## src/rtl/imem_fetch_ctrl.sv

```systemverilog
// Instruction fetch controller: owns the PC, shares the imem read port between fetch and debug reads,
// and feeds IF/ID from a QDEPTH-entry prefetch queue. Issue to inst_valid is 2 edges; fetch issue is credit-gated on queue room.
module imem_fetch_ctrl #(
  parameter int          DEPTH_WORDS = 32,
  parameter int          QDEPTH      = 2,
  parameter logic [31:0] RESET_PC    = 32'h0
) (
  input  logic        clk,
  input  logic        reset_n,
  output logic [31:0] imem_addr,
  input  logic [31:0] imem_instr,
  output logic        inst_valid,
  input  logic        inst_ready,
  output logic [31:0] inst_data,
  output logic [31:0] inst_pc,
  input  logic        redirect_valid,
  input  logic [31:0] redirect_pc,
  input  logic        dbg_req,
  input  logic [31:0] dbg_addr,
  output logic        dbg_ack,
  output logic [31:0] dbg_data,
  output logic        fault
);

  localparam int          CW       = $clog2(QDEPTH + 1);
  localparam logic [31:0] PC_LIMIT = 32'(4 * DEPTH_WORDS);

  typedef enum logic [1:0] {
    SLOT_IDLE  = 2'd0,
    SLOT_FETCH = 2'd1,
    SLOT_DEBUG = 2'd2
  } slot_t;

  typedef struct packed {
    logic [31:0] pc;
    logic [31:0] instr;
  } q_ent_t;

  function automatic logic pc_bad(input logic [31:0] pc);
    return (pc[1:0] != 2'b00) || (pc >= PC_LIMIT);
  endfunction

  slot_t         r_slot, w_slot_nxt;
  logic [31:0]   r_imem_addr, w_addr_nxt;
  logic [31:0]   r_fetch_pc, w_fetch_pc_nxt;
  logic          r_last_dbg, w_last_dbg_nxt;
  logic          r_dbg_bad, w_dbg_bad_nxt;
  logic          r_fault, w_fault_nxt;
  logic          r_dbg_ack;
  logic [31:0]   r_dbg_data;
  q_ent_t        r_q [QDEPTH];
  q_ent_t        w_q_shift [QDEPTH];
  q_ent_t        w_push_ent;
  logic [CW-1:0] r_cnt, w_cnt_after, w_wr_idx;
  logic          w_push, w_pop, w_fetch_elig, w_dbg_grant;

  assign imem_addr  = r_imem_addr;
  assign inst_valid = (r_cnt != '0);
  assign inst_data  = r_q[0].instr;
  assign inst_pc    = r_q[0].pc;
  assign dbg_ack    = r_dbg_ack;
  assign dbg_data   = r_dbg_data;
  assign fault      = r_fault;

  // A redirect kills both the in-flight fetch capture and any pop in the same cycle.
  always_comb begin
    w_push          = (r_slot == SLOT_FETCH) && !redirect_valid;
    w_pop           = inst_valid && inst_ready && !redirect_valid;
    w_push_ent.pc   = r_imem_addr;
    w_push_ent.instr = imem_instr;
    w_wr_idx        = r_cnt - CW'(w_pop);
    w_cnt_after     = redirect_valid ? '0 : (r_cnt + CW'(w_push) - CW'(w_pop));
    w_fetch_elig    = !r_fault && (w_cnt_after < CW'(QDEPTH));
    w_dbg_grant     = dbg_req && !r_dbg_ack && (r_slot != SLOT_DEBUG) &&
                      (!w_fetch_elig || !r_last_dbg);
    for (int i = 0; i < QDEPTH; i++) w_q_shift[i] = r_q[i];
    for (int i = 0; i < QDEPTH - 1; i++) w_q_shift[i] = r_q[i + 1];
  end

  always_comb begin
    w_slot_nxt     = SLOT_IDLE;
    w_addr_nxt     = r_imem_addr;
    w_fetch_pc_nxt = r_fetch_pc;
    w_last_dbg_nxt = r_last_dbg;
    w_dbg_bad_nxt  = r_dbg_bad;
    w_fault_nxt    = r_fault;
    if (redirect_valid) begin
      w_fetch_pc_nxt = redirect_pc;
      if (pc_bad(redirect_pc)) begin
        w_fault_nxt = 1'b1;
      end else begin
        w_fault_nxt    = 1'b0;
        w_slot_nxt     = SLOT_FETCH;
        w_addr_nxt     = redirect_pc;
        w_fetch_pc_nxt = redirect_pc + 32'd4;
      end
    end else if (w_dbg_grant) begin
      // A bad debug address still owns the slot but leaves the memory address alone.
      w_slot_nxt     = SLOT_DEBUG;
      w_last_dbg_nxt = 1'b1;
      w_dbg_bad_nxt  = pc_bad(dbg_addr);
      if (!pc_bad(dbg_addr)) w_addr_nxt = dbg_addr;
    end else if (w_fetch_elig) begin
      if (pc_bad(r_fetch_pc)) begin
        w_fault_nxt = 1'b1;
      end else begin
        w_slot_nxt     = SLOT_FETCH;
        w_addr_nxt     = r_fetch_pc;
        w_fetch_pc_nxt = r_fetch_pc + 32'd4;
        w_last_dbg_nxt = 1'b0;
      end
    end
  end

  always_ff @(posedge clk or negedge reset_n) begin
    if (!reset_n) begin
      r_slot      <= SLOT_IDLE;
      r_imem_addr <= RESET_PC;
      r_fetch_pc  <= RESET_PC;
      r_last_dbg  <= 1'b1;
      r_dbg_bad   <= 1'b0;
      r_fault     <= 1'b0;
      r_dbg_ack   <= 1'b0;
      r_dbg_data  <= '0;
      r_cnt       <= '0;
    end else begin
      r_slot      <= w_slot_nxt;
      r_imem_addr <= w_addr_nxt;
      r_fetch_pc  <= w_fetch_pc_nxt;
      r_last_dbg  <= w_last_dbg_nxt;
      r_dbg_bad   <= w_dbg_bad_nxt;
      r_fault     <= w_fault_nxt;
      r_cnt       <= w_cnt_after;
      r_dbg_ack   <= (r_slot == SLOT_DEBUG);
      if (r_slot == SLOT_DEBUG) r_dbg_data <= r_dbg_bad ? 32'h0 : imem_instr;
    end
  end

  // Shift-register queue: head is always entry 0; the push lands after any shift.
  always_ff @(posedge clk or negedge reset_n) begin
    if (!reset_n) begin
      for (int i = 0; i < QDEPTH; i++) r_q[i] <= '0;
    end else begin
      for (int i = 0; i < QDEPTH; i++) begin
        if (w_push && (CW'(i) == w_wr_idx)) r_q[i] <= w_push_ent;
        else if (w_pop) r_q[i] <= w_q_shift[i];
      end
    end
  end

endmodule

```

## config.mk

```make
export PLATFORM = sky130hd
export DESIGN_NAME = imem_fetch_ctrl
export DESIGN_NICKNAME = d
export VERILOG_FILES = /design/src/rtl/imem_fetch_ctrl.sv
export SDC_FILE = /design/constraint.sdc
export NUM_CORES = 1
export LEC_CHECK = 0
export BUFFER_PORTS_ARGS = -buffer_cell sky130_fd_sc_hd__clkbuf_2
export CORE_MARGIN = 4
export CORE_UTILIZATION = 49
export CTS_CLUSTER_DIAMETER = 60
export DETAILED_ROUTE_END_ITERATION = 6
export MAX_ROUTING_LAYER = met4
export PLACE_DENSITY = 0.75
export SYNTH_ARGS = -nofsm -noshare
export SYNTH_HDL_FRONTEND = slang
export SYNTH_SLANG_ARGS = --single-unit
export TNS_END_PERCENT = 5
```

## constraint.sdc

```tcl
create_clock -name clk -period 3.3 [get_ports clk]
set_input_delay 0.66 -clock clk [delete_from_list [all_inputs] [get_ports clk]]
set_output_delay 0.66 -clock clk [all_outputs]
set_load 0.01 [all_outputs]
```

==> run_results.csv <==
group,metric,value,unit
status,status,"complete, no violations",
clock_network,clkTransAtPathRegs,60,ps
worst_hold_path,worstHoldPathType,"in -> async",
clock_network,ctsHoldBuffers,0,
floorplanning,io_pins,232,
synthesis,synthArstFlopShare,1.00,
critical_path,slowest_stage,"dfrtp_1",
critical_path,timing.rr.start,"r_cnt[0]",
layout,fin_util,0.595,
timing,rsz0062_at_grt,"no",
critical_path,worstPathCellList,"or2_2, and3b_4, ha_4, inv_2, ha_4, xnor3_1, o21bai_4, o21bai_4, mux2_2, mux2_2, mux2_4",
critical_path,path_buf_inv,1,
place,dpl_cell_area,11300,µm²
critical_path,path_class,"reg -> reg",
timing,finalCritPeriodShare,0.924,
critical_path,rrSetupSlack,250,ps
timing,tightest_slew,1000,ps
route,initialDrtViolationCount,280,
route,first_pass_iters,6,
global_routing,grt_pass1_wl,37600,µm
floorplanning,fp.dieW,153,µm
critical_path,critPathMaxFanout,7,
layout,fin_area,12200,µm²
clock_network,cts_tree,"yes",
synthesis,synth.ff_latch_count,232,
global_routing,overflow,0,
timing,slew_headroom,0.330,
synthesis,avgSynthCellArea,11.7,µm²
floorplanning,die_y,153,µm
layout,seq_area,5810,µm²
floorplanning,die-area,23400,µm²
route,top_layer,"met4",
clock_network,htreeDepth,1,
pwr,cellPowerDensity,502,nW/µm²
place,dp_slack,113,ps
layout,syn2layout_area_growth,18.4,%
floorplanning,initial_core_util,0.503,
route,drt-met1-wl,10300,µm
route,vias_per_cell,5.17,
clock_network,clk_latency,500,ps
place,dp_hpwl,15500,µm
critical_path,end_kind,"flip-flop",
critical_path,critical-path-top-delay-family,"multiplexers",
floorplanning,num_rows,52,
route,wl_met3,1240,µm
critical_path,critical_path_arrival,3440,ps
global_routing,grt_max_degree,101,
timing,setup_violations,0,
synthesis,synthTopCellsByArea,"dfrtp_1 56%, mux2_2 11%, mux2i_1 7.0%",
timing,worst_clock_skew,10.8,ps
layout,fillers,1658,
synthesis,yosysUniqueCellTypes,41,
pwr,leakage,6.19,nW
critical_path,critPathRequiredTime,3690,ps
synthesis,synth_top_area_cell,"dfrtp_1",
layout,diodes,0,
global_routing,grtUsageTotal,0.200,
synthesis,postSynthCellCount,876,
layout,multiInputGateArea,3790,µm²
clock_network,cts_buffer_depth,3,
global_routing,grt_pass1_vias,6981,
critical_path,cp_slowest_stage_delay,420,ps
layout,fin_nets,1142,
synthesis,synth_commonest_cells,"231 x dfrtp_1, 96 x mux2_2, 76 x nor2_1",
floorplanning,core_area,20400,µm²
critical_path,startpoint,"r_cnt[0]",
clock_network,cts.sinks,232,
synthesis,synth.yosys.warnings,0,
place,portBuffers,231,
timing,hold_violations,0,
critical_path,start_kind,"flip-flop",
synthesis,yosys.area.top_type_share,0.562,
timing,post-route-min-period,3050,ps
clock_network,cts_setup_buffers,0,
route,routedWlPerCell,17.3,µm
timing,fmax,0.328,GHz
synthesis,synth_edf_count,0,
clock_network,cts_resized,0,
pwr,power.ir.vdd_worst,334,µV
layout,final_layout_size_suffix_gt1_frac,0.382,
timing,finalWorstSetupSlack,250,ps
route,ant_nets,0,
synthesis,synth_seq_area_share,0.565,
place,place_congestion,0.805,
route,route.vias.total,6836,
synthesis,synthFlopType,"dfrtp_1",
global_routing,antenna_found_initial,0,
flow_run,cap_viol_max_count,0,
synthesis,syn_area,10300,µm²
synthesis,syn_nets,984,
clock_network,cts-root-buf,"clkbuf_16",
route,dr_wl_met2,11000,µm
clock_network,cts_buffers,24,
route,routed_wl,22900,µm
route,post-route-drc-count,0,
synthesis,synth_most_common_cell,"dfrtp_1",
timing,slew_viol_final,0,
==> registers in the layout, summed over array words and instances, names as in the netlist <==
signal,flops
dbg_ack,1
dbg_data,32
fault,1
imem_addr,32
inst_data,32
inst_pc,32
r_cnt,2
r_dbg_bad,1
r_fetch_pc,32
r_last_dbg,1
r_q,64
r_slot,2
==> through the flow <==
stage	total power, mW	hold WS, ps	std cells	TNS, ps
finish	6.10	147	1321	0
global route	6.34	184	1321	0
CTS	6.17	158	1321	0
detailed placement	3.25	469	1278	0
global placement	3.24	462	1278	0
floorplan	3.07	364	876	-53.0
==> routing by layer <==
metal | global-route usage | vias to the layer above
li1 | - | 3269
met1 | 0.273 | 3353
met2 | 0.319 | 189
met3 | 0.0334 | 25
met4 | 0.0420 | 0
met5 | - | -
==> cell families after synthesis <==
logic type,count (synthesis),share of synthesized area
DFF,232,0.565
and+or+nand+nor,221,0.107
muxes,173,0.183
buffers and inverters,125,0.0704
AOI/OAI and AO/OA,109,0.0576
xor gates and xnor gates,9,0.00901
adders and majority gates,7,0.00852
==> area by class of cell <==
cell class / instances / share of cell area
Clock buffer: 36 / 0.0598
Inverter: 9 / 0.00278
Timing Repair Buffer: 248 / 0.109
Sequential cell: 232 / 0.477
Tap cell: 270 / 0.0278
Clock inverter: 7 / 0.0111
Multi-Input combinational cell: 519 / 0.312
==> where the power goes <==
part / switching [mW] / internal [mW]
combinational: 0.158 / 0.114
clock: 1.08 / 1.83
sequential: 0.0322 / 2.89
==> cell usage in the layout, fill, tap and decap left out, types with 27 or more instances in the layout <==
cell      instances
a21oi_1          65
and3_1           27
clkbuf_2        230
dfrtp_1         231
mux2_2           96
mux2i_1          72
nand2_1          40
nand2b_1         34
nor2_1           76
o21ai_0          36
==> path summary, 6_finish.rpt <==
check	end	depth (start not counted)
max	imem_addr[5]	11
min	r_q[18]	1
max reg2reg	imem_addr[5]	11
min reg2reg	dbg_data[7]	2
max in group asynchronous	inst_data[21]	3
min in group clk	r_fetch_pc[29]	2
No activity file was read; power rests on OpenSTA's default activity.
